===== src/rtl/hazard_pkg.sv =====
// Shared types and constants for the hazard scoreboard.
//   FWD_REGFILE  : fwd_sel value meaning "read operand from the register file"
//   operand_e    : operand slot indices (rs1/rs2/rs3)
//   fwd_sel_t    : one operand's forwarding select at the default depth
//   unit_rec_t   : per-unit tracking record (busy flag plus latched destination)
package hazard_pkg;

  localparam int FWD_REGFILE = 0;

  // Widest register index any instance may use; unit records are sized to it
  // so one struct type serves every NREG setting.
  localparam int RW_MAX = 8;

  localparam int NFWD_DEFAULT = 2;
  localparam int SW_DEFAULT   = $clog2(NFWD_DEFAULT + 1);

  typedef enum logic [1:0] {
    OP_RS1 = 2'd0,
    OP_RS2 = 2'd1,
    OP_RS3 = 2'd2
  } operand_e;

  localparam int NUM_OPS = int'(OP_RS3) + 1;

  typedef logic [SW_DEFAULT-1:0] fwd_sel_t;

  typedef struct packed {
    logic              busy;
    logic [RW_MAX-1:0] rd;
    logic              rd_fp;
  } unit_rec_t;

endpackage


===== src/rtl/hazard_unit_tracker.sv =====
// Occupancy tracker for one multi-cycle unit.
//   start      : DP instruction accepted for this unit this cycle
//   start_rd   : destination index of that instruction
//   start_rd_fp: destination lives in the FPU file
//   start_wr   : instruction leaves a pending write (writes rd, rd is not x0)
//   done       : unit_valid completion strobe from the unit
//   busy       : unit occupied
//   en_pulse   : one-cycle start strobe, the cycle after start
//   clr        : completion accepted this cycle; pending bit clears at the edge
//   rec_rd     : latched destination (zero-extended)
//   rec_rd_fp  : latched destination file
module hazard_unit_tracker
  import hazard_pkg::*;
#(
  parameter int RW = 5
) (
  input  logic              clk,
  input  logic              rst_n,
  input  logic              start,
  input  logic [RW-1:0]     start_rd,
  input  logic              start_rd_fp,
  input  logic              start_wr,
  input  logic              done,
  output logic              busy,
  output logic              en_pulse,
  output logic              clr,
  output logic [RW_MAX-1:0] rec_rd,
  output logic              rec_rd_fp
);

  unit_rec_t rec_d, rec_q;
  logic      en_pulse_d, en_pulse_q;

  // A completion only counts while the unit is actually occupied.
  assign clr = done & rec_q.busy;

  always_comb begin
    // NOTE: every signal assigned here gets a default first, so no path leaves
    // it unassigned and no latch is inferred.
    rec_d      = rec_q;
    en_pulse_d = start;
    if (start) begin
      rec_d.busy = 1'b1;
      if (start_wr) begin
        rec_d.rd    = RW_MAX'(start_rd);
        rec_d.rd_fp = start_rd_fp;
      end else begin
        // Non-writing ops record integer x0, which is never pending, so the
        // completion clear cannot touch another unit's pending bit.
        rec_d.rd    = '0;
        rec_d.rd_fp = 1'b0;
      end
    end else if (clr) begin
      rec_d.busy = 1'b0;
    end
  end

  always_ff @(posedge clk or negedge rst_n) begin
    // NOTE: state flops use non-blocking assignment so every flop samples
    // pre-edge values regardless of process ordering.
    if (!rst_n) begin
      rec_q      <= '0;
      en_pulse_q <= 1'b0;
    end else begin
      rec_q      <= rec_d;
      en_pulse_q <= en_pulse_d;
    end
  end

  assign busy      = rec_q.busy;
  assign en_pulse  = en_pulse_q;
  assign rec_rd    = rec_q.rd;
  assign rec_rd_fp = rec_q.rd_fp;

endmodule


===== src/rtl/hazard_scoreboard.sv =====
// Issue-stage hazard scoreboard: forwarding select, issue stall, multi-cycle
// unit tracking and stall performance counter.
//   issue_*       : DP-stage instruction (sources, destination, unit target)
//   fwd_*         : per in-flight stage destination info, index 0 nearest (M)
//   unit_valid    : per-unit one-cycle completion (result written this cycle)
//   stall_issue   : hold DP/F/D, bubble E
//   fwd_sel       : per operand, 0 = regfile, k = stage k-1
//   unit_en_pulse : per-unit one-cycle start strobe
//   unit_busy     : per-unit occupancy
//   stall_cycles  : saturating count of stalled cycles
module hazard_scoreboard
  import hazard_pkg::*;
#(
  parameter int NREG  = 32,
  parameter int NFWD  = 2,
  parameter int NUNIT = 2,
  parameter int RW    = $clog2(NREG),
  parameter int SW    = $clog2(NFWD + 1),
  parameter int UW    = (NUNIT > 1) ? $clog2(NUNIT) : 1
) (
  input  logic                 clk,
  input  logic                 rst_n,
  input  logic                 issue_valid,
  input  logic                 issue_flush,
  input  logic [NUM_OPS*RW-1:0] issue_rs,
  input  logic [NUM_OPS-1:0]   issue_rs_used,
  input  logic [NUM_OPS-1:0]   issue_rs_fp,
  input  logic [RW-1:0]        issue_rd,
  input  logic                 issue_rd_fp,
  input  logic                 issue_reg_write,
  input  logic                 issue_multi,
  input  logic [UW-1:0]        issue_unit,
  input  logic [NFWD-1:0]      fwd_valid,
  input  logic [NFWD*RW-1:0]   fwd_rd,
  input  logic [NFWD-1:0]      fwd_fp,
  input  logic [NFWD-1:0]      fwd_ready,
  input  logic [NUNIT-1:0]     unit_valid,
  output logic                 stall_issue,
  output logic [NUM_OPS*SW-1:0] fwd_sel,
  output logic [NUNIT-1:0]     unit_en_pulse,
  output logic [NUNIT-1:0]     unit_busy,
  output logic [31:0]          stall_cycles
);

  // Pending-write bits, [0] = integer file, [1] = FPU file.
  logic [1:0][NREG-1:0] pending_d, pending_q;
  logic [31:0]          stall_cycles_d, stall_cycles_q;

  logic [NUM_OPS-1:0]            rs_is_x0;
  logic [NUM_OPS-1:0][NFWD-1:0]  op_match;
  logic                          load_use, raw, waw, structural;
  logic                          accept, rd_writes;
  logic [NUNIT-1:0]              unit_start, unit_clr;
  logic [RW_MAX-1:0]             unit_rd [NUNIT];
  logic [NUNIT-1:0]              unit_rd_fp;

  // ---------------------------------------------------------------- matching
  for (genvar k = 0; k < NUM_OPS; k++) begin : g_op
    assign rs_is_x0[k] = ~issue_rs_fp[k] & (issue_rs[k*RW +: RW] == '0);
    for (genvar s = 0; s < NFWD; s++) begin : g_stage
      assign op_match[k][s] = fwd_valid[s] & issue_rs_used[k] & ~rs_is_x0[k]
                            & (fwd_rd[s*RW +: RW] == issue_rs[k*RW +: RW])
                            & (fwd_fp[s] == issue_rs_fp[k]);
    end
  end

  // Priority encode per operand: the nearest matching stage wins, and only
  // its readiness matters for the load-use check.
  always_comb begin
    logic found;
    found    = 1'b0;
    fwd_sel  = {NUM_OPS{SW'(FWD_REGFILE)}};
    load_use = 1'b0;
    raw      = 1'b0;
    for (int k = 0; k < NUM_OPS; k++) begin
      found = 1'b0;
      for (int s = 0; s < NFWD; s++) begin
        if (!found && op_match[k][s]) begin
          found                = 1'b1;
          fwd_sel[k*SW +: SW]  = SW'(s + 1);
          if (!fwd_ready[s]) load_use = 1'b1;
        end
      end
      if (issue_rs_used[k] && pending_q[issue_rs_fp[k]][issue_rs[k*RW +: RW]]) raw = 1'b1;
    end
    if (!issue_valid) fwd_sel = {NUM_OPS{SW'(FWD_REGFILE)}};
  end

  // ------------------------------------------------------------------ stall
  assign rd_writes = issue_reg_write & ~(~issue_rd_fp & (issue_rd == '0));
  assign waw       = rd_writes & pending_q[issue_rd_fp][issue_rd];

  always_comb begin
    structural = 1'b0;
    for (int u = 0; u < NUNIT; u++) begin
      if (issue_multi && issue_unit == UW'(u) && unit_busy[u]) structural = 1'b1;
    end
  end

  assign stall_issue = issue_valid & ~issue_flush & (load_use | raw | waw | structural);
  assign accept      = issue_valid & ~issue_flush & ~stall_issue;

  // ------------------------------------------------------------------ units
  for (genvar u = 0; u < NUNIT; u++) begin : g_unit
    assign unit_start[u] = accept & issue_multi & (issue_unit == UW'(u));

    hazard_unit_tracker #(.RW(RW)) u_tracker (
      .clk         (clk),
      .rst_n       (rst_n),
      .start       (unit_start[u]),
      .start_rd    (issue_rd),
      .start_rd_fp (issue_rd_fp),
      .start_wr    (rd_writes),
      .done        (unit_valid[u]),
      .busy        (unit_busy[u]),
      .en_pulse    (unit_en_pulse[u]),
      .clr         (unit_clr[u]),
      .rec_rd      (unit_rd[u]),
      .rec_rd_fp   (unit_rd_fp[u])
    );
  end

  // --------------------------------------------------------- pending bits
  // Set and clear of the same bit in one cycle is excluded by the WAW stall,
  // so the order below only matters for readability.
  always_comb begin
    pending_d = pending_q;
    for (int u = 0; u < NUNIT; u++) begin
      for (int i = 0; i < NREG; i++) begin
        if (unit_clr[u] && unit_rd[u] == RW_MAX'(i)) pending_d[unit_rd_fp[u]][i] = 1'b0;
      end
    end
    if (accept && issue_multi && rd_writes) pending_d[issue_rd_fp][issue_rd] = 1'b1;
  end

  // ---------------------------------------------------------------- counter
  always_comb begin
    stall_cycles_d = stall_cycles_q;
    if (stall_issue && stall_cycles_q != 32'hFFFF_FFFF) stall_cycles_d = stall_cycles_q + 32'd1;
  end

  always_ff @(posedge clk or negedge rst_n) begin
    // NOTE: pending bits are discrete flops, not a RAM, so they take the async
    // reset and a mid-operation reset leaves no stale hazards behind.
    if (!rst_n) begin
      pending_q      <= '0;
      stall_cycles_q <= '0;
    end else begin
      pending_q      <= pending_d;
      stall_cycles_q <= stall_cycles_d;
    end
  end

  assign stall_cycles = stall_cycles_q;

endmodule


===== config.mk =====
export PLATFORM = sky130hd
export DESIGN_NAME = hazard_scoreboard
export DESIGN_NICKNAME = d
export VERILOG_FILES = /design/src/rtl/hazard_pkg.sv /design/src/rtl/hazard_unit_tracker.sv /design/src/rtl/hazard_scoreboard.sv
export SDC_FILE = /design/constraint.sdc
export NUM_CORES = 1
export LEC_CHECK = 0
export CORE_UTILIZATION = 59
export CTS_BUF_LIST = sky130_fd_sc_hd__clkbuf_4 sky130_fd_sc_hd__clkbuf_8
export DETAILED_ROUTE_END_ITERATION = 10
export PLACE_DENSITY = 0.84
export SETUP_SLACK_MARGIN = 0.02
export SLEW_MARGIN = 0
export SYNTH_ARGS = -nofsm -noshare
export SYNTH_HDL_FRONTEND = slang
export SYNTH_SLANG_ARGS = --single-unit

===== constraint.sdc =====
create_clock -name clk -period 4.3 [get_ports clk]
set_input_delay 0.86 -clock clk [delete_from_list [all_inputs] [get_ports clk]]
set_output_delay 0.86 -clock clk [all_outputs]
set_load 0.01 [all_outputs]

# Word-level counts from Yosys, hierarchy flattened
# Index checks and enable logic that the tools add are counted.
op_classes:
  add_sub_neg: 1
  magnitude_cmp: 14
  eq_ne: 75
  n_mux: 245
  bitwise_logic: 181
  n_reduce_logical: 92
ops:
  columns: ["op", "count"]
  rows:
  - ["two-way mux 64 bit", 65]
  - ["bitwise AND 64 bit", 64]
  - ["NOT 64 bit", 64]
  - ["demux 32 bit (select 1 bit)", 65]
  - ["two-way mux 32 bit", 11]
  - ["equality test 8 x 5 -> 1 bit (second input constant)", 32]
  - ["equality test 8 x 4 -> 1 bit (second input constant)", 16]
  - ["logical AND 1 bit", 81]
  - ["equality test 8 x 3 -> 1 bit (second input constant)", 8]
  - ["OR 64 bit", 1]
  - ["two-way mux 31 bit", 2]
  - ["two-way mux 30 bit", 2]
  - ["two-way mux 29 bit", 2]
  - ["two-way mux 28 bit", 2]
  - ["two-way mux 27 bit", 2]
  - ["two-way mux 26 bit", 2]
  - ["two-way mux 25 bit", 2]
  - ["two-way mux 24 bit", 2]
  - ["two-way mux 23 bit", 2]
  - ["two-way mux 22 bit", 2]
  - ["two-way mux 21 bit", 2]
  - ["two-way mux 20 bit", 2]
  - ["bitwise AND 1 bit", 38]
  - ["two-way mux 19 bit", 2]
  - ["other kinds (36)", 137]
totals:
  register_bits: 118
  input_bits: 52
  output_inout_bits: 43
  elab_cells: 619

# Logic depth before layout (Yosys ltp)
# Gate-level depths: netlist (run 1).
logic_depth:
  ltp_word: 135
  ltp_mapped: 12
  ltp_nobuf: 8

# Cells and area by module
# A second synthesis (run 1) with hierarchy kept.
unflattened:
  hier_cells: 787
  hier_area_um2: 8034.0
modules_own_cells:
  columns: ["module", "instances", "cells_each", "area_each_um2", "seq_area_each_um2"]
  rows:
  - ["hazard_scoreboard", 1, 719, 7355.8, 2402.3]
  - ["hazard_unit_tracker", 2, 34, 339.1, 200.2]

# Worst setup path before layout (run 1)
# Ideal clock, no wire load.
synth_timing:
  path_kind: "input to output"
  start: "input port issue_rs_fp[0]"
  end: "output port stall_issue"
  arrival_time_ns: 3.193
  required_ns: 3.440
  setup_slack_ns: 0.247
  cell_stages: 9
  path_buffers: 3
  cell_sequence: "buf_2 buf_4 mux4_2 o2111ai_1 a41oi_1 a41o_1 nor4_4 buf_4 nor2_1"
synth_via:
  elab_chain_cells: 22
  elab_cells_between_ends: 37
  classes_between: "eq/ne: 2; mux: 19; bitwise: 13; reduce/logical: 3"
synth_rtl:
  columns: ["item", "line", "text"]
  rows:
  - ["start: declaration", "hazard_scoreboard.sv:27", "input logic [NUM_OPS-1:0] issue_rs_fp,"]
  - ["NOT 1 bit", "hazard_scoreboard.sv:59", "assign rs_is_x0[k] = ~issue_rs_fp[k] & (issue_rs[k*RW +: RW] == '0);"]
  - ["bitwise AND 1 bit", "hazard_scoreboard.sv:59", null]
  - ["NOT 1 bit", "hazard_scoreboard.sv:61", "assign op_match[k][s] = fwd_valid[s] & issue_rs_used[k] & ~rs_is_x0[k]"]
  - ["bitwise AND 1 bit", "hazard_scoreboard.sv:61", null]
  - ["bitwise AND 1 bit", "hazard_scoreboard.sv:62", "& (fwd_rd[s*RW +: RW] == issue_rs[k*RW +: RW])"]
  - ["bitwise AND 1 bit", "hazard_scoreboard.sv:63", "& (fwd_fp[s] == issue_rs_fp[k]);"]
  - ["two-way mux 1 bit", "hazard_scoreboard.sv:78", "if (!found && op_match[k][s]) begin"]
  - ["zero test 1 bit", "hazard_scoreboard.sv:78", null]
  - ["[... 4 more ...]", null, null]
  - ["two-way mux 1 bit", "hazard_scoreboard.sv:81", "if (!fwd_ready[s]) load_use = 1'b1;"]
  - ["two-way mux 1 bit", "hazard_scoreboard.sv:78", null]
  - ["two-way mux 1 bit", "hazard_scoreboard.sv:81", null]
  - ["two-way mux 1 bit", "hazard_scoreboard.sv:78", null]
  - ["two-way mux 1 bit", "hazard_scoreboard.sv:81", null]
  - ["two-way mux 1 bit", "hazard_scoreboard.sv:78", null]
  - ["OR 1 bit * (3 in series)", "hazard_scoreboard.sv:100", "assign stall_issue = issue_valid & ~issue_flush & (load_use | raw | waw | structural);"]
  - ["bitwise AND 1 bit *", "hazard_scoreboard.sv:100", null]
  - ["end: declaration", "hazard_scoreboard.sv:38", "output logic stall_issue,"]
# Mark *: on every way between the ends. The rest lies on a longest branch, timed or not. The select of a mux whose other input is x is not followed.

# Worst setup path in the final report (run 1)
layout_timing:
  start: "input port issue_rs[0]"
  end: "output port stall_issue"
layout_via:
  elab_chain_cells: 22
  elab_cells_between_ends: 35
  classes_between: "eq/ne: 2; mux: 17; bitwise: 12; reduce/logical: 4"
layout_rtl:
  columns: ["item", "line", "text"]
  rows:
  - ["start: declaration", "hazard_scoreboard.sv:25", "input logic [NUM_OPS*RW-1:0] issue_rs,"]
  - ["zero test 5 bit", "hazard_scoreboard.sv:59", null]
  - ["bitwise AND 1 bit", "hazard_scoreboard.sv:59", null]
  - ["NOT 1 bit", "hazard_scoreboard.sv:61", null]
  - ["bitwise AND 1 bit", "hazard_scoreboard.sv:61", null]
  - ["bitwise AND 1 bit", "hazard_scoreboard.sv:62", null]
  - ["bitwise AND 1 bit", "hazard_scoreboard.sv:63", null]
  - ["two-way mux 1 bit", "hazard_scoreboard.sv:78", null]
  - ["zero test 1 bit", "hazard_scoreboard.sv:78", null]
  - ["[... 4 more ...]", null, null]
  - ["two-way mux 1 bit", "hazard_scoreboard.sv:81", null]
  - ["two-way mux 1 bit", "hazard_scoreboard.sv:78", null]
  - ["two-way mux 1 bit", "hazard_scoreboard.sv:81", null]
  - ["two-way mux 1 bit", "hazard_scoreboard.sv:78", null]
  - ["two-way mux 1 bit", "hazard_scoreboard.sv:81", null]
  - ["two-way mux 1 bit", "hazard_scoreboard.sv:78", null]
  - ["OR 1 bit * (3 in series)", "hazard_scoreboard.sv:100", null]
  - ["bitwise AND 1 bit *", "hazard_scoreboard.sv:100", null]
# Marks and branches as above.

==> results of run 1 <==
[state kept, by name, summed over array words and instances (netlist names)]
signal                      cells
stall_cycles                   32
g_unit.u_tracker.busy           2
g_unit.u_tracker.rec_rd        10
pending_q                      64
g_unit.u_tracker.rec_rd_fp      2
g_unit.u_tracker.en_pulse       2
[per-stage QoR]
stage / hold slack (ns) / setup WS (ns) / setup TNS (ns)
2_1_floorplan: 0.493 / 0.247 / 0
3_3_place_gp: 0.469 / -0.492 / -11.07
3_5_place_dp: 0.472 / -0.475 / -14.17
4_1_cts: 0.491 / 0.0118 / 0
5_1_grt: 0.508 / -0.0723 / -0.202
6_report: 0.488 / -0.0459 / -0.0459
[synth_stat cells, types with 3 or more instances]
library cell  instances
nor2b_1               4
buf_1                 5
nand4b_4              3
o21ai_0              50
clkbuf_1             31
xor2_1               24
buf_4                13
nor3b_1               4
nand3_2               3
mux2i_1              35
nor2_1               33
and4_1                4
nor4_1               13
nor3_1               32
nand3b_1              9
inv_1                10
and2_1               11
mux2_1                8
mux2_2               13
nand3_1              27
buf_6                 5
and3_1               11
nand4_1              21
mux4_2               50
xnor2_1              40
o2111ai_1             4
o21ai_1              19
nand2_1              99
dfrtp_1             112
or4_1                 6
a21oi_1               4
buf_2                 8
nand2b_1             12
nor4_2                3
a22oi_1              73
o211ai_1              4
nand4b_1              3
[cells by family (layout without fill, tap and decap cells)]
logic type      after synthesis  after routing  share of synthesized area, %
flops                       112            112                          33.3
compound gates              179            179                          14.4
xor+xnor                     64             64                          6.66
buf+inv                      73            220                          4.42
mux                         106            106                          20.4
simple gates                310            310                          20.7
fa+ha+maj                     1              1                         0.149
[how the worst min path moves through the flow]
stage,endpoint,slack (ns),start,cells past startpoint
floorplan,pending_q[5],0.49,pending_q[5],2
global placement,stall_cycles[4],0.47,stall_cycles[4],1
detailed placement,stall_cycles[4],0.47,stall_cycles[4],1
CTS,stall_cycles[4],0.49,stall_cycles[4],1
global route,stall_cycles[26],0.51,stall_cycles[26],1
finish,stall_cycles[4],0.49,stall_cycles[4],1
[layout make-up]
| type | count | area share, % |
|---|---|---|
| multi-input combinational | 660 | 51.5 |
| clock inverter | 5 | 0.504 |
| sequential | 112 | 26.9 |
| tap | 180 | 2.16 |
| clock buffer | 11 | 1.33 |
| timing repair buffer | 194 | 17.3 |
| inverter | 10 | 0.360 |
[metal layers]
layer | wire (um) | share of wire, %
met1 | 11100 | 39
met2 | 13200 | 46
met3 | 2740 | 9.6
met4 | 1390 | 4.9
met5 | 0 | 0
[report_power, final]
group          total (mW)  internal, mW  switching [mW]  leakage (nW)
registers            1.25          1.13           0.124          1.54
clock network       0.622         0.237           0.385        0.0956
logic               0.703         0.337           0.366          2.57
[critical path: stages]
cell	delay, ns
clkdlybuf4s50_1	0.46
or4_4	0.58
o31ai_4	0.27
nor3_2	0.09
or4_4	0.54
a31oi_4	0.22
nor4_4	0.07
buf_4	0.16
nor2_2	0.11
buf_2	0.14
[repair_timing]
action / 4_1_cts / 5_1_grt
resized for setup: 23 / 11
endpoints found under the setup margin: 8 / 10
buffers inserted: 5 / 0
pin swaps: 7 / 4
cloned: 2 / 0
==> impl_metrics.env, run 1 <==
export IMPL_hold_buffers=0
export IMPL_critPathCaptureType="primary output"
export IMPL_finalSetupViolations=1
export IMPL_areaGrowthSynthToFinish_pct=23.9
export IMPL_status="complete, but fails checks"
export IMPL_ys_ff_latch=112
export IMPL_p_per_area_nw_per_um2=247
export IMPL_cts_made_buffers=9
export IMPL_drt_total_wl_um=28400
export IMPL_endpoint="stall_issue"
export IMPL_ys_types=69
export IMPL_multi_input_area_um2=5360
export IMPL_antenna_found_initial=0
export IMPL_first_pass_iters=6
export IMPL_grt_pass1_vias=7675
export IMPL_clk_pin_slew_worst_paths_ns=0.11
export IMPL_worst_ep_arrival_time_ns=3.49
export IMPL_drc=0
export IMPL_fill_cells=991
export IMPL_dpl_cell_area_um2=10000
export IMPL_worst_pin_slew_ns=1.18
export IMPL_ant_nets=0
export IMPL_ys_warn_count=0
export IMPL_p_leak_nw=4.21
export IMPL_rows=43
export IMPL_ioPinCount=95
export IMPL_cts_tree="built"
export IMPL_rsz0062_at_grt="true"
export IMPL_worstSetupPathType="in -> out"
export IMPL_cp_start_kind="input pin"
export IMPL_postLayoutCoreUtil_pct=75.1
export IMPL_gr_usage_all_layers_pct=39.3
export IMPL_fin_area_um2=10400
export IMPL_hp_class="reg -> reg"
export IMPL_synth_top_cell_area_share_pct=33.3
export IMPL_grt_max_degree=73
export IMPL_netlist_instances=845
export IMPL_async_flop_share_pct=100
export IMPL_cp_startpoint="issue_rs[0]"
export IMPL_ir_drop_v=0.000293
export IMPL_grtUsageMet1_pct=53.0
export IMPL_yosys_area_top_type="dfrtp_1"
export IMPL_synth_area_leaders="dfrtp_1, mux4_2, a22oi_1, nand2_1, mux2i_1"
export IMPL_final_cells=1172
export IMPL_violations="negative setup slack"
export IMPL_grt_first_pass_wirelength_um=42900
export IMPL_hpwl_um=21200
export IMPL_cts_root_buf="clkbuf_8"
export IMPL_r2r_slack_ns=0.66
export IMPL_synth_edf_count=0
export IMPL_grt_most_used_layer="met2"
export IMPL_total_power_mw=2.57
export IMPL_worstPathRequired_ns=3.44
export IMPL_die_height_um=121
export IMPL_core_um2=13900
export IMPL_drive_gt1_share_pct=22.5
export IMPL_met3_usage_pct=6.81
export IMPL_reg2reg_from="pending_q[34]"
export IMPL_final_hold_violation_count=0
export IMPL_maxSlewHeadroom_pct=21.1
export IMPL_initial_core_util_pct=60.6
export IMPL_placed_cells=1149
export IMPL_clk_path_buf_depth=2
export IMPL_route_vias_total=8090
export IMPL_syn_avg_cell_area_um2=9.95
export IMPL_synth_fp_nets=898
export IMPL_timing_final_crit_share_pct=101
export IMPL_seq_area_um2=2800
export IMPL_mostFrequentLayoutCells="dfrtp_1, nand2_1, buf_4"
export IMPL_drv_slew=0
export IMPL_fin_ws_ns=-0.0459
export IMPL_clkSinkCount=112
export IMPL_routedWlPerCell_um=24.2
export IMPL_drt_iter0_markers=926
export IMPL_reg2regPathDepth=10
export IMPL_portBuffers=94
export IMPL_ys_seq_area_share_pct=33.3
export IMPL_reg2reg_to="g_unit[1].u_tracker.rec_rd[1]"
export IMPL_viasPerCell=6.90
export IMPL_fp_dieArea_um2=14700
export IMPL_fin_crit_ns=4.35
export IMPL_die_w_um=121
export IMPL_synth_top_flop_cell="dfrtp_1"
export IMPL_grt_overflow_total=0
export IMPL_antenna_cells=0
export IMPL_cts_htree_levels=3
export IMPL_critPathMaxFanout=2
export IMPL_syn_area_um2=8410
export IMPL_fmax_ghz=0.230
export IMPL_clkLatencyLatePin_ns=0.40
export IMPL_gp_congestion=1.05
export IMPL_cap_violations=0
export IMPL_met2_usage_pct=61.1
export IMPL_nNetsFinal=1040
export IMPL_mostFrequentLayoutCell="dfrtp_1"
export IMPL_skew_ns=0.0206
(Power assumes the default switching activity.)
==> inputs of run 2 (changes only) <==
CORE_UTILIZATION = 50   (was 59)
PLACE_DENSITY = 0.73   (was 0.84)
REMOVE_ABC_BUFFERS = 1   (was not set)
==> run 2 against run 1 <==
  * The flow finishes with violations (design-rule violations)
  * Total power shrank 0.45%
  * Clock skew grew 0.0045 ns
  * Via count shrank 0.48%
  * Sequential power is essentially flat
  * Largest power group unchanged
  * Global-route usage shrank 6.8 points
  * Cell area shrank 0.64%
  * Combinational power shrank 1%
  * Sequential share of layout area grew 0.17 points
==> impl_metrics.env, run 2 (synthesis results as in run 1) <==
export IMPL_timing_final_crit_share_pct=97.7
export IMPL_regMostFlops="pending_q"
export IMPL_whs_ns=0.486
export IMPL_antenna_cells=0
export IMPL_placed_cells=1179
export IMPL_rsz0062_at_grt="false"
export IMPL_status="complete, but fails checks"
export IMPL_final_hold_violation_count=0
export IMPL_clk_path_buf_depth=2
export IMPL_path_delay_family="multiplexers"
export IMPL_ioPinCount=95
export IMPL_ant_nets=0
export IMPL_finalSetupViolations=0
export IMPL_grt_pass1_vias=7734
export IMPL_clkSinkCount=112
export IMPL_cts_tree="built"
export IMPL_path_buf_inv=4
export IMPL_first_pass_iters=9
export IMPL_drive_gt1_share_pct=21.8
export IMPL_routedWlPerCell_um=23.3
export IMPL_critPathMostFrequentCell="mux4_2"
export IMPL_p_leak_nw=4.18
export IMPL_initial_core_util_pct=50.9
export IMPL_critPathMaxFanout=10
export IMPL_cts_root_buf="clkbuf_8"
export IMPL_worstSetupPathType="in -> out"
export IMPL_fp_dieArea_um2=17300
export IMPL_viasPerCell=6.69
export IMPL_dpl_cell_area_um2=9980
export IMPL_hp_class="reg -> reg"
export IMPL_largest_register_ffs=64
export IMPL_fin_ws_ns=0.0986
export IMPL_fin_area_um2=10400
export IMPL_antenna_found_initial=0
export IMPL_p_per_area_nw_per_um2=247
export IMPL_cts_htree_levels=3
export IMPL_clk_pin_slew_worst_paths_ns=0.10
export IMPL_setup_tns_ns=0
export IMPL_core_um2=16500
export IMPL_cp_start_kind="input pin"
export IMPL_mostFrequentLayoutCells="dfrtp_1, nand2_1, buf_4"
export IMPL_pre_cts_slack_ns=-0.472
export IMPL_violations="design-rule violations"
export IMPL_worstPathRequired_ns=3.44
export IMPL_fmax_ghz=0.238
export IMPL_drc=2
export IMPL_die_w_um=132
export IMPL_rows=47
export IMPL_gr_usage_all_layers_pct=32.6
export IMPL_gp_congestion=1.02
export IMPL_cts_made_buffers=9
export IMPL_final_cells=1203
export IMPL_grt_max_degree=81
export IMPL_skew_ns=0.0251
export IMPL_cp_slowest_cell="mux4_2"
export IMPL_grt_overflow_total=0
export IMPL_maxSlewHeadroom_pct=31.5
export IMPL_worst_ep_arrival_time_ns=3.34
export IMPL_drt_total_wl_um=28000
export IMPL_hpwl_um=21000
export IMPL_critPathCaptureType="primary output"
export IMPL_ir_drop_v=0.000182
export IMPL_drv_slew=0
export IMPL_fin_crit_ns=4.20
export IMPL_portBuffers=94
export IMPL_path_cells="dlygate4sd2_1 -> buf_12 -> mux4_2 -> mux4_2 -> o211ai_1 -> o2111ai_2 -> nor4_4 -> buf_4 -> nor2_1 -> buf_2"
export IMPL_cap_violations=0
export IMPL_drt_iter0_markers=953
export IMPL_mostFrequentLayoutCell="dfrtp_1"
export IMPL_clkLatencyLatePin_ns=0.41
export IMPL_max_stage_delay_ns=0.50
export IMPL_nNetsFinal=1031
export IMPL_areaGrowthSynthToFinish_pct=23.1
export IMPL_route_vias_total=8051
export IMPL_die_height_um=132
export IMPL_worst_pin_slew_ns=1.03
export IMPL_grt_first_pass_wirelength_um=43600
-- run 2: cell types whose count changed in the layout (fill, tap and decap cells not counted), moves of 2 or more --
cell / delta
dlygate4sd2_1: +3
clkdlybuf4s50_1: -7
buf_12: -2
dlymetal6s2s_1: +4
buf_4: -5
-- run 2: path summary, 6_finish.rpt --
check / startpoint / endpoint / slack (ns) / cells after the start
worst max-delay path: issue_rs_fp[2] / stall_issue / 0.1 / 10
worst min-delay path: stall_cycles[4] / stall_cycles[4] / 0.49 / 1
worst max register to register: pending_q[34] / stall_cycles[1] / 0.75 / 11
worst min register to register: stall_cycles[4] / stall_cycles[4] / 0.49 / 1
max in group asynchronous: rst_n / stall_cycles[10] / 2.81 / 2
min in group asynchronous: rst_n / pending_q[53] / 0.60 / 1
-- run 2: what timing repair did --
action / CTS / global route
hold buffers: 0 / 0
resized for setup: 23 / 17
pin swaps: 7 / 8
setup buffers: 3 / 5
endpoints found under the setup margin: 4 / 3
-- run 2: layout make-up --
cell class	count	area, um^2
Clock buffer	10	131
Clock inverter	6	51.3
Fill cell	1399	6170
Inverter	10	37.5
Multi-Input combinational cell	660	5370
Sequential cell	112	2800
Tap cell	220	275
Timing Repair Buffer	185	1680
-- run 2: routing by layer --
layer	global-route usage [%]	wire, um	up-vias
met5	0	0	-
met4	15.1	1320	0
met3	6.56	2860	112
met2	51.0	12900	527
met1	43.6	11000	3935
li1	-	-	3477
-- run 2: where the power goes --
part | total (mW) | switching, mW | internal (mW) | leakage (nW)
Sequential | 1.25 | 0.128 | 1.13 | 1.54
Clock | 0.614 | 0.387 | 0.227 | 0.0966
Combinational | 0.694 | 0.367 | 0.326 | 2.55
-- run 2: worst reg2reg max path, stage by stage (launching register included) --
cell	delay, ns
dfrtp_1	0.50
mux4_2	0.49
mux2_4	0.28
a22o_1	0.22
o311ai_2	0.29
o2111ai_2	0.19
nor4_4	0.23
buf_4	0.17
buf_4	0.26
buf_4	0.37
nor3_1	0.16
mux2_2	0.30
-- run 2: metrics by stage --
step / power (mW) / util [%]
final: 2.56 / 62.6
after global routing: 2.66 / 62.6
after CTS: 2.55 / 61.9
after detailed placement: 1.94 / 60.4
after global placement: 1.92 / 60.4
after floorplan: 1.56 / -
==> inputs of run 3 (changes only) <==
==> constraint.sdc (replaced) <==
create_clock -name clk -period 4.3 [get_ports clk]
set_input_delay 0.645 -clock clk [delete_from_list [all_inputs] [get_ports clk]]
set_output_delay 0.645 -clock clk [all_outputs]
set_load 0.01 [all_outputs]
==> run 3 against run 2 <==
  * Sequential cell count unchanged
  * Count of clock-buffer cells in the layout decreased by 1
  * Maximum frequency increased by 1.2%
  * The run now ends clean
==> impl_metrics.env, run 3 (synthesis results as in run 1) <==
export IMPL_status="completed"
export IMPL_areaGrowthSynthToFinish_pct=19.2
export IMPL_max_stage_delay_ns=0.54
export IMPL_dpl_cell_area_um2=9830
export IMPL_seq_area_um2=2800
export IMPL_drt_iter0_markers=853
export IMPL_worstPathRequired_ns=3.65
export IMPL_multi_input_area_um2=5260
export IMPL_maxSlewHeadroom_pct=21.1
export IMPL_fmax_ghz=0.241
export IMPL_route_vias_total=7644
export IMPL_ant_nets=0
export IMPL_ir_drop_v=0.000211
export IMPL_gr_usage_all_layers_pct=31.8
export IMPL_drt_total_wl_um=27100
export IMPL_core_um2=16500
export IMPL_fp_dieArea_um2=17300
export IMPL_rsz0062_at_grt="false"
export IMPL_worst_pin_slew_ns=1.18
export IMPL_routedWlPerCell_um=23.1
export IMPL_p_per_area_nw_per_um2=258
export IMPL_regMostFlops="pending_q"
export IMPL_setup_tns_ns=0
export IMPL_hold_buffers=0
export IMPL_ioPinCount=95
export IMPL_nNetsFinal=1001
export IMPL_hp_class="in -> async"
export IMPL_portBuffers=94
export IMPL_fill_cells=1450
export IMPL_drive_gt1_share_pct=17.6
export IMPL_mostFrequentLayoutCell="dfrtp_1"
export IMPL_antenna_found_initial=0
export IMPL_fin_area_um2=10000
export IMPL_cts_tree="built"
export IMPL_cts_made_buffers=9
export IMPL_grt_overflow_total=0
export IMPL_cp_slowest_cell="clkdlybuf4s50_1"
export IMPL_whs_ns=0.150
export IMPL_clkLatencyLatePin_ns=0.41
export IMPL_critPathCaptureType="primary output"
export IMPL_cts_setup_buffers=0
export IMPL_grt_max_degree=45
export IMPL_rows=47
export IMPL_clk_path_buf_depth=2
export IMPL_hpwl_um=20700
export IMPL_cap_violations=0
export IMPL_skew_ns=0.0175
export IMPL_fin_crit_ns=4.15
export IMPL_path_cells="clkdlybuf4s50_1 -> buf_12 -> buf_4 -> mux4_2 -> mux2i_1 -> o211a_1 -> a41oi_1 -> a41o_1 -> nor4_4 -> nor2_1 -> dlygate4sd2_1"
export IMPL_cts_htree_levels=3
export IMPL_die_w_um=132
export IMPL_gp_congestion=1.01
export IMPL_worstSetupPathType="in -> out"
export IMPL_final_hold_violation_count=0
export IMPL_die_height_um=132
export IMPL_mostFrequentLayoutCells="dfrtp_1, nand2_1, clkdlybuf4s50_1"
export IMPL_p_leak_nw=3.94
export IMPL_clk_pin_slew_worst_paths_ns=0.12
export IMPL_antenna_cells=0
export IMPL_initial_core_util_pct=50.9
export IMPL_drc=0
export IMPL_grt_first_pass_wirelength_um=42500
export IMPL_largest_register_ffs=64
export IMPL_first_pass_iters=5
export IMPL_cts_root_buf="clkbuf_8"
export IMPL_worst_ep_arrival_time_ns=3.51
export IMPL_timing_final_crit_share_pct=96.6
export IMPL_grt_pass1_vias=7439
export IMPL_finalSetupViolations=0
export IMPL_viasPerCell=6.52
export IMPL_drv_slew=0
export IMPL_clkSinkCount=112
export IMPL_critPathMaxFanout=12
export IMPL_cp_start_kind="input pin"
==> run 3: cell types whose count changed in the layout (fill, tap and decap cells not counted), moves of 4 or more <==
cell             delta
buf_4              -28
clkdlybuf4s50_1    +12
dlygate4sd2_1       -5
dlymetal6s2s_1      -6
nor3_1              +4
or4_1               +6
or4_4               -6
==> run 3: stage by stage <==
stage / instances / power [mW] / utilization, % / worst slack, ns
floorplan: 782 / 1.56 / - / -0.0972
global placement: 1157 / 1.92 / 59.5 / -0.0501
detailed placement: 1157 / 1.92 / 59.5 / -0.0313
CTS: 1173 / 2.58 / 60.7 / 0.113
global route: 1173 / 2.69 / 60.7 / 0.0355
finish: 1173 / 2.58 / 60.7 / 0.148
==> run 3: layer usage <==
metal | vias to the layer above | wire, um | GRT usage, %
met5 | - | 0 | 0
met4 | 0 | 850 | 11.8
met3 | 64 | 2370 | 6.37
met2 | 412 | 12500 | 49.8
met1 | 3749 | 11400 | 43.8
li1 | 3419 | - | -
==> run 3: final cells by class <==
cell class              instances  share of cell area, %
clock buffers                   9                   1.24
clock inverters                 7                  0.798
inverters                      10                  0.374
multi-input cells             660                   52.4
flip-flops and latches        112                   27.9
well taps                     220                   2.74
repair buffers                155                   14.5
==> run 3: timing repair <==
item	CTS	global route
setup endpoints to repair	1	1
pin swaps	1	1
gates resized for setup	1	0
==> run 3: path summary, 6_finish.rpt <==
kind	from	to	slack, ns	cells after the start
min in group clk	stall_cycles[4]	stall_cycles[4]	0.49	1
max in group asynchronous	rst_n	stall_cycles[13]	3.22	2
setup reg to reg	pending_q[39]	pending_q[52]	0.96	10
hold reg to reg	stall_cycles[4]	stall_cycles[4]	0.49	1
hold / removal	rst_n	pending_q[40]	0.15	1
setup / recovery	issue_rs_fp[0]	stall_issue	0.15	11
==> run 3: worst max-delay path, delay by kind of cell <==
family	cells	cell delay, ns
buffers and inverters	4	1.18
multiplexers	2	0.67
AND/OR/NAND/NOR	2	0.43
AO/OA/AOI/OAI	3	0.56
==> run 3: power by group <==
part	internal (mW)	switching, mW	leakage, nW
clock network	0.274	0.397	0.0960
registers	1.13	0.123	1.54
logic	0.313	0.352	2.30
